--- config.mk ---
export PLATFORM = sky130hd
export DESIGN_NAME = rv32_prefetch
export DESIGN_NICKNAME = d
export VERILOG_FILES = /design/src/rtl/rv32_prefetch.sv
export SDC_FILE = /design/constraint.sdc
export NUM_CORES = 1
export LEC_CHECK = 0
export ABC_AREA = 1
export CAP_MARGIN = 20
export CORE_ASPECT_RATIO = 2
export CORE_MARGIN = 1
export CORE_UTILIZATION = 52
export DETAILED_ROUTE_END_ITERATION = 10
export MAX_ROUTING_LAYER = met4
export PLACE_DENSITY = 0.76
export SYNTH_ARGS = -nofsm -noshare
export SYNTH_HDL_FRONTEND = slang
export SYNTH_SLANG_ARGS = --single-unit
--- constraint.sdc ---
create_clock -name clk -period 4.2 [get_ports clk]
set_clock_uncertainty 0.1 [all_clocks]
set_input_delay 0.63 -clock clk [delete_from_list [all_inputs] [get_ports clk]]
set_output_delay 0.63 -clock clk [all_outputs]
set_load 0.01 [all_outputs]
--- src/rtl/rv32_prefetch.sv ---
// RV32 instruction prefetch unit: credit-limited fetch requests, in-order response queue
// with per-entry PC, redirect discard of stale responses, and a stall/flush output stage.
module rv32_prefetch #(
    parameter int unsigned DEPTH    = 4,
    parameter logic [31:0] RESET_PC = 32'h0000_0000
) (
    input  logic        clk,
    input  logic        reset,
    input  logic        stall_in,
    input  logic        flush_in,
    input  logic        branch_taken_in,
    input  logic [31:0] branch_pc_in,
    output logic        instr_read_out,
    output logic [31:0] instr_address_out,
    input  logic        instr_ready_in,
    input  logic        instr_read_valid_in,
    input  logic [31:0] instr_read_value_in,
    output logic [31:0] pc_out,
    output logic [31:0] instr_out,
    output logic        instr_valid_out
);

    localparam int unsigned AW = $clog2(DEPTH);
    localparam int unsigned QW = AW + 1;
    // Back-to-back redirects can push in-flight beyond DEPTH; leave headroom.
    localparam int unsigned CW = AW + 3;
    localparam logic [31:0] NOP = 32'h0000_0013;

    logic [31:0]   q_data [DEPTH];
    logic [31:0]   q_pc   [DEPTH];
    logic [31:0]   pcf    [DEPTH];
    logic [AW-1:0] q_wr;
    logic [AW-1:0] q_rd;
    logic [QW-1:0] q_cnt;
    logic [AW-1:0] pcf_wr;
    logic [AW-1:0] pcf_rd;
    logic [AW-1:0] pcf_widx;
    logic [CW-1:0] out_cnt;
    logic [CW-1:0] discard_cnt;
    logic [CW-1:0] credit_used;
    logic [31:0]   fetch_pc;

    logic accept;
    logic resp;
    logic drop;
    logic push;
    logic pop;

    assign credit_used       = CW'(q_cnt) + out_cnt;
    assign instr_read_out    = (credit_used < CW'(DEPTH)) || branch_taken_in;
    assign instr_address_out = branch_taken_in ? branch_pc_in : fetch_pc;

    assign accept = instr_read_out && instr_ready_in;
    assign resp   = instr_read_valid_in && (out_cnt != '0);
    assign drop   = resp && (branch_taken_in || (discard_cnt != '0));
    assign push   = resp && !drop;
    assign pop    = !stall_in && !flush_in && !branch_taken_in && (q_cnt != '0);

    // The PC FIFO only tracks requests whose responses will be kept; a redirect
    // restarts it with the target request in slot 0.
    assign pcf_widx = branch_taken_in ? '0 : pcf_wr;

    always_ff @(posedge clk or posedge reset) begin
        if (reset) begin
            fetch_pc    <= RESET_PC;
            out_cnt     <= '0;
            discard_cnt <= '0;
        end else begin
            if (accept)
                fetch_pc <= instr_address_out + 32'd4;
            else if (branch_taken_in)
                fetch_pc <= branch_pc_in;

            out_cnt <= out_cnt + CW'(accept) - CW'(resp);

            if (branch_taken_in)
                discard_cnt <= out_cnt - CW'(resp);
            else if (drop)
                discard_cnt <= discard_cnt - 1'b1;
        end
    end

    always_ff @(posedge clk or posedge reset) begin
        if (reset) begin
            pcf_wr <= '0;
            pcf_rd <= '0;
        end else if (branch_taken_in) begin
            pcf_rd <= '0;
            pcf_wr <= accept ? AW'(1) : '0;
        end else begin
            if (accept)
                pcf_wr <= pcf_wr + 1'b1;
            if (push)
                pcf_rd <= pcf_rd + 1'b1;
        end
    end

    always_ff @(posedge clk) begin
        if (accept)
            pcf[pcf_widx] <= instr_address_out;
        if (push) begin
            q_data[q_wr] <= instr_read_value_in;
            q_pc[q_wr]   <= pcf[pcf_rd];
        end
    end

    always_ff @(posedge clk or posedge reset) begin
        if (reset) begin
            q_wr  <= '0;
            q_rd  <= '0;
            q_cnt <= '0;
        end else if (branch_taken_in) begin
            q_wr  <= '0;
            q_rd  <= '0;
            q_cnt <= '0;
        end else begin
            if (push)
                q_wr <= q_wr + 1'b1;
            if (pop)
                q_rd <= q_rd + 1'b1;
            q_cnt <= q_cnt + QW'(push) - QW'(pop);
        end
    end

    // Output stage: stall holds everything, otherwise either pop the head or insert a NOP.
    always_ff @(posedge clk or posedge reset) begin
        if (reset) begin
            instr_out       <= NOP;
            pc_out          <= '0;
            instr_valid_out <= 1'b0;
        end else if (!stall_in) begin
            if (pop) begin
                instr_out       <= q_data[q_rd];
                pc_out          <= q_pc[q_rd];
                instr_valid_out <= 1'b1;
            end else begin
                instr_out       <= NOP;
                instr_valid_out <= 1'b0;
            end
        end
    end

    resp_without_request: assert property (@(posedge clk) disable iff (reset)
        !(instr_read_valid_in && (out_cnt == '0)));

    inflight_saturated: assert property (@(posedge clk) disable iff (reset)
        !(accept && !resp && (&out_cnt)));

    queue_overflow: assert property (@(posedge clk) disable iff (reset)
        !(push && !pop && (q_cnt == QW'(DEPTH))));

endmodule

## Yosys cells after proc, flatten, opt, wreduce, memory -nomap -nowiden

Memories as Yosys holds them, arrays and structs flattened. A register that Yosys moved wholly into a read port is not among the register bits.
Cells that the tools add are included.

| storage, ports and cells | value |
|---|---|
| memory bits (writable) | 384 |
| register bits | 86 |
| memories kept | 3 |
| input port bits | 71 |
| output and inout bits | 98 |
| logic and storage cells | 69 |

| operators by class | value |
|---|---|
| order comparisons | 1 |
| reductions and logical operators | 21 |
| bitwise operators | 1 |
| multiplexer cells | 21 |
| $add $sub $neg | 12 |

Memories:

| memory | words | bits a word | rd ports | clocked after memory_dff | write ports | RTL line | RTL |
|---|---|---|---|---|---|---|---|
| pcf | 4 | 32 | 1 | 0 | 1 | 31 | `logic [31:0] pcf [DEPTH];` |
| q_data | 4 | 32 | 1 | 0 | 1 | 29 | `logic [31:0] q_data [DEPTH];` |
| q_pc | 4 | 32 | 1 | 1 | 1 | 30 | `logic [31:0] q_pc [DEPTH];` |

Operators by type and width:

| operator | count |
|---|---|
| 2-to-1 mux 32 bit | 3 |
| adder 32 x 3 -> 32 bit, second input constant | 1 |
| 2-to-1 mux 2 bit | 9 |
| 2-to-1 mux 5 bit | 2 |
| nonzero test 5 bit | 2 |
| subtractor 5 x 1 -> 5 bit | 2 |
| adder 2 x 1 -> 2 bit, second input constant | 4 |
| nonzero test 2 bit | 4 |
| logical AND 1 bit | 7 |
| 2-to-1 mux 1 bit | 6 |
| adder 3 x 5 -> 5 bit | 1 |
| adder 5 x 1 -> 5 bit | 1 |
| less-than comparator 5 x 3 -> 1 bit, second input constant | 1 |
| subtractor 5 x 1 -> 5 bit, second input constant | 1 |
| zero test 1 bit | 4 |
| adder 3 x 1 -> 3 bit | 1 |
| 2-to-1 mux 3 bit | 1 |
| nonzero test 3 bit | 1 |
| subtractor 3 x 1 -> 3 bit | 1 |
| logical OR 1 bit | 2 |
| AND reduction 2 bit | 1 |
| NOT 1 bit | 1 |

## Depth between registers and ports, before layout

| logic depth | value |
|---|---|
| depth after elaboration | 8 |
| depth in mapped cells | 18 |

## Worst setup path after synthesis

No wires, ideal clock.

| path | value |
|---|---|
| path kind | input to register |
| from | input port branch_taken_in |
| to | memory q_data[0][0], enable pin |
| setup time | 0.487 ns |
| buffers on the path | 2 |
| data arrival time | 4.051 ns |
| path slack | -0.438 ns |
| cell stages on the path | 5 |
| path through | buf_6 -> buf_4 -> nor3_1 -> nand2_1 -> nor2_1 |

| between the ends | value |
|---|---|
| cells in the longest elaborated chain, start to end | 6 |

RTL lines:

| element | RTL line | RTL |
|---|---|---|
| from (decl) | 11 | `input logic branch_taken_in,` |
| logical OR 1 bit | 55 | `assign drop = resp && (branch_taken_in \|\| (discard_cnt != '0));` |
| logical AND 1 bit | 55 |  |
| zero test 1 bit | 56 | `assign push = resp && !drop;` |
| logical AND 1 bit | 56 |  |
| 2-to-1 mux 1 bit | 101 | `if (push) begin` |
| 2-to-1 mux 1 bit (not written as such) | 102 | `q_data[q_wr] <= instr_read_value_in;` |
| to (decl) | 29 |  |

Every way passes these cells.

## Worst setup path in the final report

| path | value |
|---|---|
| from | register q_cnt[2] |
| to | register out_cnt[4] |

| between the ends | value |
|---|---|
| cells in the longest elaborated chain, start to end | 6 |

RTL lines:

| element | RTL line | RTL |
|---|---|---|
| from (decl) | 34 | `logic [QW-1:0] q_cnt;` |
| from (signal assigned) | 121 | `q_cnt <= q_cnt + QW'(push) - QW'(pop);` |
| adder 3 x 5 -> 5 bit | 49 | `assign credit_used = CW'(q_cnt) + out_cnt;` |
| less-than comparator 5 x 3 -> 1 bit | 50 | `assign instr_read_out = (credit_used < CW'(DEPTH)) \|\| branch_taken_in;` |
| logical OR 1 bit | 50 |  |
| logical AND 1 bit | 53 | `assign accept = instr_read_out && instr_ready_in;` |
| adder 5 x 1 -> 5 bit | 74 | `out_cnt <= out_cnt + CW'(accept) - CW'(resp);` |
| subtractor 5 x 1 -> 5 bit | 74 |  |
| to (signal assigned) | 74 |  |
| to (decl) | 38 | `logic [CW-1:0] out_cnt;` |

Every way passes these cells.
A chain may end at the register's enable or synchronous reset.

==> impl_metrics.ini <==
[status]
outcome = finished, final reports clean

[drt]
drc = 0
viasPerCell = 5.54
vias = 13397
drtIter0Drc = 650
wirelength_mm = 46.3
wl_per_cell_um = 19.2
dr.pass1.iters = 5
ant_nets = 0

[final_layout]
regArea_mm2 = 0.0145
nFillCells = 2961
drive_above_1_share_pct = 8.69
fin_util_pct = 62.7
diodes = 0
multiInputGateArea_mm2 = 0.00517
syn_to_final_growth_pct = 19.1
fin_nets = 1954
design_area_mm2 = 0.0242

[clock_tree]
clk_latency_ns = 0.56
clk_pin_slew_ns = 0.07
cts-resized-gates = 0
cts_setup_buffers = 0
ctsHoldBuffers = 0
numCtsBuffers = 44
numClockSinks = 502
clock_path_buffers = 3
cts_root_buffer = clkbuf_16
tritoncts = done
htree_num_levels = 2

[sta]
max_freq_mhz = 315
relSlewSlack_pct = 30.1
min_period_ns = 3.18
rsz0062_at_grt = false
hold_violations = 0
worstMarginPinSlew_ns = 1.05
tns_ns = 0
finalCritPeriodShare_pct = 75.7
setup_viol = 0
final_max_slew_viol_count = 0

[yosys]
synth_nets = 1804
synth-edff-count = 384
yosysMostFrequentCell = edfxtp_1
synthMuxAreaShare_pct = 0
ys_seq_area_share_pct = 71.3
synth_seq_cells = 502
synth_compound_area_share_pct = 10.1
yosysWarnings = 0
synth_fa_ha_area_share_pct = 1.37
yosysTopAreaCell = edfxtp_1
yosys.area_share.simple_pct = 12.8
avgSynthCellArea_um2 = 11.9
async_flop_share_pct = 23.5
synth_cell_types = 36
synthTopCellsByArea = edfxtp_1 57%, dfrtp_1 14%, nand2_1 5.9%
synth_xor_area_share_pct = 0.949
synth_top_cell_area_share_pct = 56.8
ys.flop_type = edfxtp_1
netlist_instances = 1712
syn_area_mm2 = 0.0203
synth.top_cells.by_count = 384 x edfxtp_1, 317 x nand2_1, 241 x nor2_1, 218 x o21ai_0, 115 x dfrtp_1
synth_top_family_by_area = simple AND/OR/NAND/NOR gates

[placed_design]
hpwl_mm = 28.8
io_buffers = 168
placed_cell_area_mm2 = 0.0226
gp_congestion = 0.898

[power]
peakVddDrop_mv = 0.329
power.total_mw = 12.6
powerDensity_mw_per_mm2 = 523
p_leak_nw = 9.11

[global_routing]
gr-total-overflow = 0
grt_pass1_vias = 13507
grt_pass1_wl_mm = 71.3
grt_max_degree = 75
grt_util_all_layers_pct = 24.4
antenna_found_initial = 0

[hold_path]
hold_path_class = primary input to async pin

[floorplan]
fp.dieH_um = 281
ioPinCount = 169
rows = 102
start_util_pct = 52.7
die_area_mm2 = 0.0399
die_w_um = 142
core_mm2 = 0.0385

[setup_path]
cp-start-kind = flip-flop
path_max_fanout = 10
end_kind = flip-flop
crit_type = flip-flop to flip-flop
required_ns = 4.54
arrival_ns = 3.52

[job]
maxCapViolations = 0
[final timing paths]
kind                       depth (start not counted)  slack [ns]                   from                endpoint
hold reg to reg                                    2        0.38  pc_out[1]$_DFFE_PP0P_   pc_out[1]$_DFFE_PP0P_
setup reg to reg                                  15        1.02     q_cnt[2]$_DFF_PP0_    out_cnt[4]$_DFF_PP0_
min in group clk                                   2        0.37        branch_taken_in      q_cnt[0]$_DFF_PP0_
max in group asynchronous                          3        2.85                  reset  fetch_pc[15]$_DFF_PP0_
setup / recovery                                  15        1.02     q_cnt[2]$_DFF_PP0_    out_cnt[4]$_DFF_PP0_
hold / removal                                     2        0.33                  reset   pc_out[5]$_DFFE_PP0P_
[metal layers]
| layer | vias up | track usage (%) | share of wire, % |
|---|---|---|---|
| met5 | - | - | 0 |
| met3 | 122 | 2.56 | 4.3 |
| met4 | 0 | 13.1 | 4.2 |
| li1 | 6282 | - | - |
| met2 | 429 | 44.4 | 55 |
| met1 | 6564 | 25.8 | 37 |
[cells by family (layout without fill, tap and decap cells)]
logic type | count (synthesis) | after routing
AO/OA/AOI/OAI | 360 | 360
XOR/XNOR | 22 | 22
adder cells (fa/ha/maj) | 21 | 21
buffers and inverters | 168 | 354
flip-flops | 502 | 502
AND/OR/NAND/NOR | 639 | 639
[critical path: stages (launching register included)]
cell and delay, ns:
dfrtp_1 0.41, ha_1 0.33, inv_1 0.10, a21oi_1 0.07
nor2_1 0.11, nand3_1 0.07, nand2_1 0.08, nand2_1 0.32
ha_1 0.41, inv_1 0.06, ha_1 0.15, inv_1 0.05
fa_1 0.39, o21ai_0 0.17, a21oi_1 0.10, xor2_1 0.15
[registers in the layout, indices dropped and copies added, names as in the netlist]
name and cells:
pcf 128, q_data 128, q_pc 128, fetch_pc 32, instr_out 32, pc_out 32, discard_cnt 5, out_cnt 5
q_cnt 3, pcf_rd 2, pcf_wr 2, q_rd 2, q_wr 2, instr_valid_out 1
[layout by cell type, fill, tap and decap left out, drive strengths merged, types with 21 or more instances in the layout]
cell / n
o21ai: 221
dfrtp: 115
clkbuf: 60
o22ai: 96
a22o: 29
nor2: 260
inv: 76
clkdlybuf4s50: 167
xor2: 21
nand3: 31
edfxtp: 384
nand2: 341
buf: 27
[cell type report]
class	instances	area share (%)
Tap cell	520	2.69
Sequential cell	502	60.0
Inverter	78	1.25
Timing Repair Buffer	194	8.21
Clock inverter	22	1.27
Multi-Input combinational cell	1042	21.4
Clock buffer	60	5.23
[stage by stage]
stage	setup slack, ns	hold slack [ns]	cells
6_report	1.02	0.329	2418
3_3_place_gp	0.872	0.365	2336
3_5_place_dp	0.862	0.365	2336
5_1_grt	0.765	0.372	2418
4_1_cts	1.04	0.334	2418
2_1_floorplan	-0.438	0.389	1712
[power breakdown]
group | switching [mW] | internal (mW)
clock | 1.78 | 2.51
sequential | 0.221 | 5.94
combinational | 1.32 | 0.874
No activity file was read; power rests on OpenSTA's default activity.
